--- src/rtl/tile_pkg.sv ---
// Shared types and defaults for the tile pass sequencer.
package tile_pkg;

  typedef enum logic [2:0] {
    IDLE,
    WL0,
    WLOAD,
    AL0,
    EXEC,
    DRAIN,
    PSUM,
    FIN
  } tile_state_e;

  localparam int W_BASE_DEF  = 1024;
  localparam int MAX_KIJ     = 9;
  localparam int MAX_NIJ     = 36;
  localparam int XMEM_AW_DEF = 11;
  localparam int PMEM_AW_DEF = 11;

endpackage

--- src/rtl/tile_sequencer_if.sv ---
// SRAM control pins and corelet strobes that form core's instruction word.
interface tile_sequencer_if #(
  parameter int XMEM_AW = tile_pkg::XMEM_AW_DEF,
  parameter int PMEM_AW = tile_pkg::PMEM_AW_DEF
);
  logic               CEN_xmem;
  logic               WEN_xmem;
  logic [XMEM_AW-1:0] A_xmem;
  logic               CEN_pmem;
  logic               WEN_pmem;
  logic [PMEM_AW-1:0] A_pmem;
  logic               l0_wr;
  logic               l0_rd;
  logic               load;
  logic               execute;
  logic               ofifo_rd;
  logic               ofifo_valid;
  logic               acc;

  modport master (
    output CEN_xmem, WEN_xmem, A_xmem, CEN_pmem, WEN_pmem, A_pmem,
    output l0_wr, l0_rd, load, execute, ofifo_rd, acc,
    input  ofifo_valid
  );

  modport slave (
    input  CEN_xmem, WEN_xmem, A_xmem, CEN_pmem, WEN_pmem, A_pmem,
    input  l0_wr, l0_rd, load, execute, ofifo_rd, acc,
    output ofifo_valid
  );
endinterface

--- src/rtl/sram_port_drv.sv ---
// Registers CEN/WEN/A for one SRAM; address holds while idle. rd_vld_p2 marks read data one cycle later.
module sram_port_drv
  import tile_pkg::*;
#(
  parameter int AW = XMEM_AW_DEF
) (
  input  logic          clk,
  input  logic          reset,
  input  logic          req_p0,
  input  logic          wr_p0,
  input  logic [AW-1:0] addr_p0,
  output logic          cen_p1,
  output logic          wen_p1,
  output logic [AW-1:0] a_p1,
  output logic          rd_vld_p2
);

  always_ff @(posedge clk or negedge reset) begin
    if (!reset) begin
      cen_p1    <= 1'b1;
      wen_p1    <= 1'b1;
      a_p1      <= '0;
      rd_vld_p2 <= 1'b0;
    end else begin
      // p0 -> p1: pin registers
      cen_p1 <= ~req_p0;
      wen_p1 <= ~(req_p0 & wr_p0);
      if (req_p0) a_p1 <= addr_p0;
      // p1 -> p2: SRAM read latency
      rd_vld_p2 <= ~cen_p1 & wen_p1;
    end
  end

endmodule

--- src/rtl/tile_sequencer.sv ---
// Walks every kij of one 8x8 weight-stationary tile pass: WL0, WLOAD, AL0, EXEC, DRAIN/PSUM.
// Optional TILE_SEQ_PERF_CNT_EN adds cycle_cnt, a saturating busy-cycle counter.
module tile_sequencer
  import tile_pkg::*;
#(
  parameter int ROW       = 8,
  parameter int COL       = 8,
  parameter int XMEM_AW   = XMEM_AW_DEF,
  parameter int PMEM_AW   = PMEM_AW_DEF,
  parameter int W_BASE    = W_BASE_DEF,
  parameter int DRAIN_MAX = 64
) (
  input  logic             clk,
  input  logic             reset,
  tile_sequencer_if.master bus,
  input  logic             start,
  input  logic [3:0]       num_kij,
  input  logic [5:0]       num_nij,
  output logic             busy,
  output logic             done,
  output logic             err
`ifdef TILE_SEQ_PERF_CNT_EN
  ,
  output logic [15:0]      cycle_cnt
`endif
);

  localparam int CNT_W = $clog2(DRAIN_MAX + ROW + COL + MAX_NIJ);

  tile_state_e        state, nxt;
  logic [CNT_W-1:0]   cnt, nxt_cnt;
  logic [3:0]         kij, nxt_kij, nkij;
  logic [5:0]         nnij;
  logic               accept, last_nij, more_kij;

  logic               x_req_p0, p_req_p0;
  logic [XMEM_AW-1:0] x_addr_p0;
  logic [PMEM_AW-1:0] p_addr_p0;
  logic               l0_rd_p0, load_p0, exec_p0, pop_p0, acc_p0, fin_p0, tmo_p0;
  logic               l0_rd_p1, load_p1, exec_p1, pop_p1, acc_p1;
  logic               x_cen_p1, x_wen_p1, p_cen_p1, p_wen_p1, l0_wr_p2;
  logic               unused_pmem_vld;
  logic [XMEM_AW-1:0] x_a_p1;
  logic [PMEM_AW-1:0] p_a_p1;

  assign accept   = (state == IDLE) && start;
  assign last_nij = (CNT_W'(nnij) == cnt + CNT_W'(1));
  assign more_kij = ({1'b0, kij} + 5'd1) < {1'b0, nkij};

  always_comb begin
    nxt       = state;
    nxt_cnt   = cnt;
    nxt_kij   = kij;
    x_req_p0  = 1'b0;
    x_addr_p0 = '0;
    p_req_p0  = 1'b0;
    p_addr_p0 = '0;
    l0_rd_p0  = 1'b0;
    load_p0   = 1'b0;
    exec_p0   = 1'b0;
    pop_p0    = 1'b0;
    acc_p0    = 1'b0;
    fin_p0    = 1'b0;
    tmo_p0    = 1'b0;
    case (state)
      IDLE: begin
        if (start) begin
          nxt_cnt = '0;
          nxt_kij = '0;
          nxt     = (num_kij == 4'd0 || num_nij == 6'd0) ? FIN : WL0;
        end
      end
      WL0: begin
        x_req_p0  = 1'b1;
        x_addr_p0 = XMEM_AW'(W_BASE + COL * int'(kij) + int'(cnt));
        if (cnt == CNT_W'(ROW - 1)) begin
          nxt     = WLOAD;
          nxt_cnt = '0;
        end else nxt_cnt = cnt + CNT_W'(1);
      end
      WLOAD: begin
        load_p0  = 1'b1;
        l0_rd_p0 = (cnt < CNT_W'(ROW));
        if (cnt == CNT_W'(ROW + COL - 1)) begin
          nxt     = AL0;
          nxt_cnt = '0;
        end else nxt_cnt = cnt + CNT_W'(1);
      end
      AL0: begin
        x_req_p0  = 1'b1;
        x_addr_p0 = XMEM_AW'(cnt);
        if (last_nij) begin
          nxt     = EXEC;
          nxt_cnt = '0;
        end else nxt_cnt = cnt + CNT_W'(1);
      end
      EXEC: begin
        l0_rd_p0 = 1'b1;
        exec_p0  = 1'b1;
        if (last_nij) begin
          nxt     = DRAIN;
          nxt_cnt = '0;
        end else nxt_cnt = cnt + CNT_W'(1);
      end
      DRAIN: begin
        if (bus.ofifo_valid) begin
          nxt     = PSUM;
          nxt_cnt = '0;
        end else if (cnt == CNT_W'(DRAIN_MAX - 1)) begin
          tmo_p0 = 1'b1;
          nxt    = IDLE;
        end else nxt_cnt = cnt + CNT_W'(1);
      end
      PSUM: begin
        // a missing OFIFO row stalls the pop and holds nij
        if (bus.ofifo_valid) begin
          pop_p0    = 1'b1;
          p_req_p0  = 1'b1;
          p_addr_p0 = PMEM_AW'(cnt);
          acc_p0    = (kij != 4'd0);
          if (last_nij) begin
            nxt_cnt = '0;
            if (more_kij) begin
              nxt_kij = kij + 4'd1;
              nxt     = WL0;
            end else nxt = FIN;
          end else nxt_cnt = cnt + CNT_W'(1);
        end
      end
      FIN: begin
        fin_p0 = 1'b1;
        nxt    = IDLE;
      end
      default: nxt = IDLE;
    endcase
  end

  always_ff @(posedge clk or negedge reset) begin
    if (!reset) begin
      state    <= IDLE;
      cnt      <= '0;
      kij      <= '0;
      nkij     <= '0;
      nnij     <= '0;
      l0_rd_p1 <= 1'b0;
      load_p1  <= 1'b0;
      exec_p1  <= 1'b0;
      pop_p1   <= 1'b0;
      acc_p1   <= 1'b0;
      busy     <= 1'b0;
      done     <= 1'b0;
      err      <= 1'b0;
    end else begin
      state <= nxt;
      cnt   <= nxt_cnt;
      kij   <= nxt_kij;
      if (accept) begin
        nkij <= num_kij;
        nnij <= num_nij;
      end
      // p0 -> p1: strobe registers
      l0_rd_p1 <= l0_rd_p0;
      load_p1  <= load_p0;
      exec_p1  <= exec_p0;
      pop_p1   <= pop_p0;
      acc_p1   <= acc_p0;
      busy     <= (nxt != IDLE);
      done     <= fin_p0 | tmo_p0;
      if (accept) err <= 1'b0;
      else if (tmo_p0) err <= 1'b1;
    end
  end

  sram_port_drv #(.AW(XMEM_AW)) u_xmem (
    .clk       (clk),
    .reset     (reset),
    .req_p0    (x_req_p0),
    .wr_p0     (1'b0),
    .addr_p0   (x_addr_p0),
    .cen_p1    (x_cen_p1),
    .wen_p1    (x_wen_p1),
    .a_p1      (x_a_p1),
    .rd_vld_p2 (l0_wr_p2)
  );

  sram_port_drv #(.AW(PMEM_AW)) u_pmem (
    .clk       (clk),
    .reset     (reset),
    .req_p0    (p_req_p0),
    .wr_p0     (1'b1),
    .addr_p0   (p_addr_p0),
    .cen_p1    (p_cen_p1),
    .wen_p1    (p_wen_p1),
    .a_p1      (p_a_p1),
    .rd_vld_p2 (unused_pmem_vld)
  );

  assign bus.CEN_xmem = x_cen_p1;
  assign bus.WEN_xmem = x_wen_p1;
  assign bus.A_xmem   = x_a_p1;
  assign bus.CEN_pmem = p_cen_p1;
  assign bus.WEN_pmem = p_wen_p1;
  assign bus.A_pmem   = p_a_p1;
  assign bus.l0_wr    = l0_wr_p2;
  assign bus.l0_rd    = l0_rd_p1;
  assign bus.load     = load_p1;
  assign bus.execute  = exec_p1;
  assign bus.ofifo_rd = pop_p1;
  assign bus.acc      = acc_p1;

`ifdef TILE_SEQ_PERF_CNT_EN
  function automatic logic [15:0] sat_inc16(input logic [15:0] v);
    return (v == 16'hFFFF) ? v : v + 16'd1;
  endfunction

  always_ff @(posedge clk or negedge reset) begin
    if (!reset) cycle_cnt <= '0;
    else if (accept) cycle_cnt <= '0;
    else if (busy) cycle_cnt <= sat_inc16(cycle_cnt);
  end
`endif

endmodule

--- src/flat_wrapper.sv ---
// flat-port wrapper written by rule: the top's interface ports become plain ports
module tile_sequencer_flat import tile_pkg::*;
#(
  parameter int ROW       = 8,
  parameter int COL       = 8,
  parameter int XMEM_AW   = XMEM_AW_DEF,
  parameter int PMEM_AW   = PMEM_AW_DEF,
  parameter int W_BASE    = W_BASE_DEF,
  parameter int DRAIN_MAX = 64
)
  (clk, reset, start, num_kij, num_nij, busy, done, err, bus_CEN_xmem, bus_WEN_xmem, bus_A_xmem, bus_CEN_pmem, bus_WEN_pmem, bus_A_pmem, bus_l0_wr, bus_l0_rd, bus_load, bus_execute, bus_ofifo_rd, bus_acc, bus_ofifo_valid);
  tile_sequencer_if #(.XMEM_AW(XMEM_AW), .PMEM_AW(PMEM_AW)) bus_i ();
  input  logic clk;
  input  logic reset;
  input  logic start;
  input  logic [3:0] num_kij;
  input  logic [5:0] num_nij;
  output logic busy;
  output logic done;
  output logic err;
  output wire logic [$bits(bus_i.CEN_xmem)-1:0] bus_CEN_xmem;
  output wire logic [$bits(bus_i.WEN_xmem)-1:0] bus_WEN_xmem;
  output wire logic [$bits(bus_i.A_xmem)-1:0] bus_A_xmem;
  output wire logic [$bits(bus_i.CEN_pmem)-1:0] bus_CEN_pmem;
  output wire logic [$bits(bus_i.WEN_pmem)-1:0] bus_WEN_pmem;
  output wire logic [$bits(bus_i.A_pmem)-1:0] bus_A_pmem;
  output wire logic [$bits(bus_i.l0_wr)-1:0] bus_l0_wr;
  output wire logic [$bits(bus_i.l0_rd)-1:0] bus_l0_rd;
  output wire logic [$bits(bus_i.load)-1:0] bus_load;
  output wire logic [$bits(bus_i.execute)-1:0] bus_execute;
  output wire logic [$bits(bus_i.ofifo_rd)-1:0] bus_ofifo_rd;
  output wire logic [$bits(bus_i.acc)-1:0] bus_acc;
  input wire logic [$bits(bus_i.ofifo_valid)-1:0] bus_ofifo_valid;
  assign bus_CEN_xmem = bus_i.CEN_xmem;
  assign bus_WEN_xmem = bus_i.WEN_xmem;
  assign bus_A_xmem = bus_i.A_xmem;
  assign bus_CEN_pmem = bus_i.CEN_pmem;
  assign bus_WEN_pmem = bus_i.WEN_pmem;
  assign bus_A_pmem = bus_i.A_pmem;
  assign bus_l0_wr = bus_i.l0_wr;
  assign bus_l0_rd = bus_i.l0_rd;
  assign bus_load = bus_i.load;
  assign bus_execute = bus_i.execute;
  assign bus_ofifo_rd = bus_i.ofifo_rd;
  assign bus_acc = bus_i.acc;
  assign bus_i.ofifo_valid = bus_ofifo_valid;
  tile_sequencer #(.ROW(ROW), .COL(COL), .XMEM_AW(XMEM_AW), .PMEM_AW(PMEM_AW), .W_BASE(W_BASE), .DRAIN_MAX(DRAIN_MAX)) u_core (.clk(clk), .reset(reset), .bus(bus_i), .start(start), .num_kij(num_kij), .num_nij(num_nij), .busy(busy), .done(done), .err(err));
endmodule
--- config.mk ---
export PLATFORM = sky130hd
export DESIGN_NAME = tile_sequencer_flat
export DESIGN_NICKNAME = d
export VERILOG_FILES = /design/src/rtl/tile_pkg.sv /design/src/rtl/tile_sequencer_if.sv /design/src/rtl/sram_port_drv.sv /design/src/rtl/tile_sequencer.sv /design/src/flat_wrapper.sv
export SDC_FILE = /design/constraint.sdc
export NUM_CORES = 1
export LEC_CHECK = 0
export CAP_MARGIN = 20
export CORE_ASPECT_RATIO = 0.6
export CORE_MARGIN = 3
export CORE_UTILIZATION = 45
export CTS_CLUSTER_DIAMETER = 150
export DETAILED_ROUTE_END_ITERATION = 8
export PLACE_DENSITY = 0.79
export SLEW_MARGIN = 20
export SYNTH_ARGS = -nofsm -noshare
export SYNTH_HDL_FRONTEND = slang
export SYNTH_SLANG_ARGS = --single-unit
--- constraint.sdc ---
create_clock -name clk -period 6.9 [get_ports clk]
set_input_delay 2.07 -clock clk [delete_from_list [all_inputs] [get_ports clk]]
set_output_delay 2.07 -clock clk [all_outputs]
set_load 0.01 [all_outputs]
==> run summary, run 1 <==
================================================================================
Die Ht                                                                  66.75 um
Wire length of the first global-routing pass                             9784 um
Kind of path behind the tightest hold check                         register to register
Post-layout nets                                                             326
Category of the worst setup path capture point                          register
Total area of multi-input combinational cells                          1333 um^2
Number of routed nets with antenna violations                                  0
Clock Sinks                                                                   51
Synthesized netlist cell count                                               269
Transition at the pin with the smallest max-transition slack           0.7994 ns
Final cell area excluding filler cells                                 3271 um^2
Hold slack                                                             0.4476 ns
Setup repair bufs after CTS                                                    0
Cts repair resizes                                                             0
CTS clk-pin slew, worst paths                                            0.09 ns
Tightest slew margin relative to the limit                                0.4635
Final Slew Violations                                                          0
Arrival time at the worst endpoint                                       3.89 ns
Clock tree from TritonCTS                                                    yes
Share of post-route cells with drive strength above 1                     0.1126
Number of cells traversed by the worst hold path                               1
Top-level I/O count                                                           49
Number of global-route vias before repair                                   1968
RSZ-0062 raised after global routing                                       false
Predominant post-synthesis flop cell                                sky130_fd_sc_hd__dfrtp_1
Initial Utilization                                                       0.4810
Nature of the critical path startpoint                                 input pin
Drt total wl                                                             5959 um
Portion of the post-synthesis area used by sequential elements            0.4620
Required time of the critical path                                       7.11 ns
Final instance count without filler cells                                    382
Standard-cell row count                                                       21
Power density relative to cell area                                 355.4 nW/um^2
Top library cells by usage in the layout, fill and taps aside       sky130_fd_sc_hd__dfrtp_1, sky130_fd_sc_hd__clkdlybuf4s50_1, sky130_fd_sc_hd__o21ai_0
Ranking of synthesized cells by area                                sky130_fd_sc_hd__dfrtp_1, sky130_fd_sc_hd__mux2_2, sky130_fd_sc_hd__ha_1
Number of enable-type register cells in the synthesized netlist                0
DR DRC count                                                                   0
Number of warnings reported in the yosys synthesis log                         0
Root Driver                                                         sky130_fd_sc_hd__clkbuf_8
Slowest library cell on the worst path                              sky130_fd_sc_hd__clkdlybuf4s50_1
Placeable core area                                                    5754 um^2
Routed WL per cell                                                      15.60 um
Max Clk Rate                                                          0.2717 GHz
Buf/Inv on CP                                                                  1
H-Tree Depth                                                                   2
# Max-Cap Violations                                                           0
Setup-failing EPs final                                                        0
Routability Congestion                                                    0.8974
Hold buffer count at cts                                                       0
Top fanout value on the critical path                                         10
Fillers                                                                      488
Fraction of registers with async set/reset                                 1.000
Final hold violation count                                                     0
Routed vias                                                                 2078
Cell type group with the largest total delay on the critical path   compound AO/OA/AOI/OAI gates
Number of detailed-routing iterations run before antenna repair                5
1st-iter DRT viols                                                           163
Average instance area after synthesis                                 10.29 um^2
Cell accounting for the most synthesized area                       sky130_fd_sc_hd__dfrtp_1
Estimated wirelength of the detail-placed design                         4364 um
Post-synthesis instance area                                           2768 um^2
Total grt overflow                                                             0
Cell depth of the worst flop-to-flop path                                     10
Slowest cell delay on critical path                                      0.65 ns
Number of diodes                                                               0
Skew-Pair Late Insertion Delay                                           0.32 ns
Leakage component of the power                                          1.481 nW
Initial antenna violation count                                                0
Final period util                                                         0.5335
Number of CTS-inserted buffers                                                 5
Run status                                                          complete, no violations
Commonest non-fill, non-tap cell in the layout                      sky130_fd_sc_hd__dfrtp_1
Cell Area, Placed                                                      3186 um^2
Critical path depth                                                            7
Buffers on Ports                                                              41
Die area                                                               7158 um^2
Crit-path cells                                                     clkdlybuf4s50_1 > nor2_1 > nand3_1 > o311ai_0 > o2bb2ai_1 > nor3b_1 > a211o_1
Maximum number of pins on one net before global-route repair                  33
Fraction of synthesized cell area taken by the top area cell type         0.4430
Worst clock skew                                                     0.009005 ns
Number of flip-flops and latches in the synthesized netlist                   51
Setup total negative slack                                                  0 ns
Number of distinct library cells after synthesis                              56
Buffers from clock root to sink, at most                                       2
Placed Cells                                                                 374
Max IR drop VDD                                                        0.2287 mV
Drt via density                                                            5.440
Storage element area                                                   1279 um^2
P&R area growth vs syn                                                    18.17%
Die Width                                                               107.2 um
Critical Setup Path Class                                           input pin to register
Minimum clock period                                                    3.681 ns
Global router's overall resource usage                                    0.1784
================================================================================
-- cell families after synthesis --
group,synth area share
adder cells (fa/ha/maj),0.05244
XOR/XNOR,0.04340
multiplexers,0.08409
flip-flops,0.4620
buffers and inverters,0.06329
AO/OA/AOI/OAI,0.1560
AND/OR/NAND/NOR,0.1361
other,0.002713
-- report_power, final --
group,switching (W),internal [W],total (W)
sequential,0.000102,0.000388,0.000490
clock,0.000104,0.0000711,0.000175
combinational,0.000239,0.000259,0.000497
total,0.000444,0.000718,0.00116
-- area by class of cell --
cell class | count | share of cell area
clock buffer | 6 | 0.02219
clock inverter | 2 | 0.003826
inverter | 13 | 0.01492
multi-input combinational | 188 | 0.4074
sequential | 51 | 0.3910
tap | 80 | 0.03060
timing repair buffer | 42 | 0.1301
-- metrics by stage --
stage,total power (W),setup slack (ns),utilization
floorplan,0.0008229,3.606,-
global placement,0.0009719,2.963,0.5501
detailed placement,0.0009934,2.910,0.5536
CTS,0.001167,3.250,0.5684
global route,0.001241,3.075,0.5684
finish,0.001162,3.219,0.5684
-- worst reg2reg max path, stage by stage (launching register included) --
cell	delay, ns
sky130_fd_sc_hd__dfrtp_1	0.43
sky130_fd_sc_hd__inv_1	0.10
sky130_fd_sc_hd__ha_1	0.32
sky130_fd_sc_hd__ha_1	0.27
sky130_fd_sc_hd__a21boi_0	0.13
sky130_fd_sc_hd__o21a_1	0.19
sky130_fd_sc_hd__o21a_1	0.16
sky130_fd_sc_hd__a311oi_1	0.63
sky130_fd_sc_hd__nand3_2	0.13
sky130_fd_sc_hd__a211o_1	0.32
sky130_fd_sc_hd__or3b_1	0.37
-- flip-flops by register name, indices dropped and copies added (netlist names), 3 cells and up --
signal / cells
u_core.state: 3
u_core.nnij: 6
u_core.u_xmem.a_p1: 9
u_core.u_pmem.a_p1: 7
u_core.cnt: 7
u_core.nkij: 4
u_core.kij: 4
-- worst paths after layout --
check / from / end / slack [ns]
worst min-delay path: u_core.u_xmem.cen_p1 / u_core.u_xmem.rd_vld_p2 / 0.45
min in group asynchronous: reset / u_core.u_xmem.a_p1[10] / 1.69
worst min register to register: u_core.u_xmem.cen_p1 / u_core.u_xmem.rd_vld_p2 / 0.45
worst max-delay path: bus_ofifo_valid / u_core.cnt[3] / 3.22
max in group asynchronous: reset / u_core.done / 4.68
worst max register to register: u_core.kij[0] / u_core.busy / 3.74
-- routing by layer --
layer  vias up  GRT usage  routed length (um)
met2        65     0.2695                2532
li1        999          -                   -
met3         7    0.05615                 389
met4         0    0.03987                  70
met1      1007     0.2511                2966
met5         -          0                   0
-- cells in the mapped netlist, types with 6 or more instances --
| master | count |
|---|---|
| sky130_fd_sc_hd__a21oi_1 | 10 |
| sky130_fd_sc_hd__buf_4 | 8 |
| sky130_fd_sc_hd__clkbuf_1 | 8 |
| sky130_fd_sc_hd__dfrtp_1 | 49 |
| sky130_fd_sc_hd__ha_1 | 10 |
| sky130_fd_sc_hd__inv_1 | 13 |
| sky130_fd_sc_hd__mux2_2 | 18 |
| sky130_fd_sc_hd__nand2_1 | 20 |
| sky130_fd_sc_hd__nand3_1 | 9 |
| sky130_fd_sc_hd__nor2_1 | 12 |
| sky130_fd_sc_hd__nor3_1 | 6 |
| sky130_fd_sc_hd__o21ai_0 | 21 |
| sky130_fd_sc_hd__xnor2_1 | 6 |
(Power assumes the default switching activity.)
==> inputs of run 2 (changes only) <==
--- a/config.mk
+++ b/config.mk
@@ -11,7 +11,7 @@
 export CORE_UTILIZATION = 45
 export CTS_CLUSTER_DIAMETER = 150
 export DETAILED_ROUTE_END_ITERATION = 8
-export PLACE_DENSITY = 0.79
+export PLACE_DENSITY = 0.82
 export SLEW_MARGIN = 20
 export SYNTH_ARGS = -nofsm -noshare
 export SYNTH_HDL_FRONTEND = slang
==> constraint.sdc (replaced) <==
create_clock -name clk -period 3.2 [get_ports clk]
set_input_delay 0.96 -clock clk [delete_from_list [all_inputs] [get_ports clk]]
set_output_delay 0.96 -clock clk [all_outputs]
set_load 0.01 [all_outputs]
==> run summary, run 2 (synthesis gave the netlist of run 1 again) <==
================================================================================
Worst clock skew                                                     0.006784 ns   -0.002221 ns
Initial Utilization                                                       0.4810   unchanged
Top library cells by usage in the layout, fill and taps aside       sky130_fd_sc_hd__dfrtp_1, sky130_fd_sc_hd__clkdlybuf4s50_1, sky130_fd_sc_hd__o21ai_0
Top fanout value on the critical path                                          5   -5
Minimum clock period                                                    2.935 ns
Cell type group with the largest total delay on the critical path   compound AO/OA/AOI/OAI gates
Kind of path behind the tightest hold check                         register to register
Run status                                                          complete, no violations
Number of routed nets with antenna violations                                  0   unchanged
Clock tree from TritonCTS                                                    yes
Standard-cell row count                                                       21   unchanged
Cell depth of the worst flop-to-flop path                                     11   +1
Routed vias                                                                 2127   +2.4%
Die Ht                                                                  66.75 um   unchanged
Hold endpoint                                                       u_core.u_xmem.rd_vld_p2
Drt via density                                                            5.482   +0.78%
Root Driver                                                         sky130_fd_sc_hd__clkbuf_8
Drt total wl                                                             5838 um   -2.0%
Nature of the critical path startpoint                                  register
Most heavily used metal layer in global routing                             met2
Cts repair resizes                                                             0   unchanged
Power consumption                                                     0.002674 W   +130%
Top-level I/O count                                                           49   unchanged
Share of post-route cells with drive strength above 1                     0.1299   +0.01729
Post-layout nets                                                             332   +1.8%
Transition at the pin with the smallest max-transition slack           0.5038 ns   -0.2956 ns
Buffers on Ports                                                              41   unchanged
Arrival time at the worst endpoint                                       3.12 ns   -0.77 ns
CTS clk-pin slew, worst paths                                            0.09 ns   about the same
H-Tree Depth                                                                   2   unchanged
Met3 track utilization from global routing                               0.03582   -0.02033
Top register by number of flip-flops                                u_core.u_xmem.a_p1
DR DRC count                                                                   0   unchanged
Number of flip-flops under the largest register name                           9   unchanged
Slack of the worst reg-to-reg path                                       0.27 ns   -3.47 ns
P&R area growth vs syn                                                    21.07%
Skew-Pair Late Insertion Delay                                           0.31 ns   about the same
Total grt overflow                                                             0   unchanged
Placeable core area                                                    5754 um^2   unchanged
Final hold violation count                                                     0   unchanged
Hold buffer count at cts                                                       0   unchanged
Wire length of the first global-routing pass                             9846 um   +0.63%
Setup repair bufs after CTS                                                    0   unchanged
Slowest library cell on the worst path                              sky130_fd_sc_hd__dfrtp_1
Crit-path cells                                                     inv_1 > ha_1 > ha_1 > a21boi_0 > o21a_1 > o21a_1 > a311oi_1 > buf_4 > nand3_2 > a211o_1 > or3b_1
Slowest cell delay on critical path                                      0.43 ns   -0.22 ns
Estimated wirelength of the detail-placed design                         4367 um   about the same
Die area                                                               7158 um^2   unchanged
1st-iter DRT viols                                                           121   -26%
Startpoint of the most critical hold path                           u_core.u_xmem.cen_p1
Final Slew Violations                                                          0   unchanged
Buf/Inv on CP                                                                  2   +1
Maximum number of pins on one net before global-route repair                  32   -3.0%
Setup total negative slack                                                  0 ns   unchanged
Top flop regs                                                       u_core.u_xmem.a_p1: 9 flops, u_core.cnt: 7 flops, u_core.u_pmem.a_p1: 7 flops
# Max-Cap Violations                                                           0   unchanged
Critical Setup Path Class                                           register to register
Met2 global-route usage                                                   0.2640   -0.005452
Required time of the critical path                                       3.39 ns   -3.72 ns
Final period util                                                         0.9171
Routed WL per cell                                                      15.05 um   -3.5%
Number of CTS-inserted buffers                                                 5   unchanged
Cell Area, Placed                                                      3218 um^2   +1.0%
Number of cells traversed by the worst hold path                               1   unchanged
Number of global-route vias before repair                                   2025   +2.9%
Category of the worst setup path capture point                          register
Hold slack                                                             0.4414 ns   -0.006198 ns
R2R Path End                                                         u_core.busy
Commonest non-fill, non-tap cell in the layout                      sky130_fd_sc_hd__dfrtp_1
RR Startpoint                                                       u_core.kij[0]
Number of diodes                                                               0   unchanged
Share of the core filled with cells                                       0.5823   +0.01392
Tightest slew margin relative to the limit                                0.6619   +0.1984
Final cell area excluding filler cells                                 3351 um^2   +2.4%
RSZ-0062 raised after global routing                                       false
Routability Congestion                                                    0.8935   -0.43%
Global router's overall resource usage                                    0.1770   -0.001389
Max IR drop VDD                                                        0.3515 mV   +54%
Clock Sinks                                                                   51   unchanged
Setup-failing EPs final                                                        0   unchanged
Initial antenna violation count                                                0   unchanged
Die Width                                                               107.2 um   unchanged
Leakage component of the power                                          1.530 nW   +3.3%
Met1 global-route usage                                                   0.2592   +0.008097
Number of detailed-routing iterations run before antenna repair                4   -1
Power density relative to cell area                                 798.0 nW/um^2   +120%
Max Clk Rate                                                          0.3408 GHz
Buffers from clock root to sink, at most                                       2   unchanged
================================================================================
## run 2: area by class of cell
| type | count | area, um^2 |
|---|---|---|
| fillers | 468 | 2404 |
| inverters | 13 | 48.80 |
| repair buffers | 48 | 457.9 |
| clock inverters | 2 | 60.06 |
| clock buffers | 6 | 72.57 |
| well taps | 80 | 100.1 |
| multi-input cells | 188 | 1333 |
| flip-flops and latches | 51 | 1279 |
## run 2: power by group
group	switching [W]	total, W	internal (W)
sequential	0.000175	0.00101	0.000837
clock	0.000210	0.000522	0.000312
combinational	0.000548	0.00114	0.000592
total	0.000932	0.00267	0.00174
## run 2: worst register-to-register path: stages (launching register included)
cell and delay (ns):
sky130_fd_sc_hd__dfrtp_1 0.43, sky130_fd_sc_hd__inv_1 0.10, sky130_fd_sc_hd__ha_1 0.32, sky130_fd_sc_hd__ha_1 0.27, sky130_fd_sc_hd__a21boi_0 0.12, sky130_fd_sc_hd__o21a_1 0.18
sky130_fd_sc_hd__o21a_1 0.17, sky130_fd_sc_hd__a311oi_1 0.28, sky130_fd_sc_hd__buf_4 0.21, sky130_fd_sc_hd__nand3_2 0.07, sky130_fd_sc_hd__a211o_1 0.31, sky130_fd_sc_hd__or3b_1 0.37
## run 2: metal layers
metal,part of all wire,wire length [um]
met1,0.47,2755
met5,0,0
met2,0.43,2512
met4,0.010,61
met3,0.087,509
## run 2: worst max-delay path by stage
stage	start	cells after the start	endpoint	slack [ns]
after floorplan	u_core.kij[1]	10	u_core.busy	0.46
after global placement	u_core.kij[0]	11	u_core.busy	0.35
after detailed placement	u_core.kij[0]	11	u_core.busy	0.31
after CTS	u_core.kij[0]	11	u_core.busy	0.25
after global routing	u_core.kij[1]	11	u_core.busy	0.12
final	u_core.kij[0]	11	u_core.busy	0.27
## run 2: metrics by stage
step | std cells | setup slack, ns
2_1_floorplan | 274 | 0.4647
3_3_place_gp | 380 | 0.3531
3_5_place_dp | 380 | 0.3069
4_1_cts | 388 | 0.2542
5_1_grt | 388 | 0.1227
6_report | 388 | 0.2653
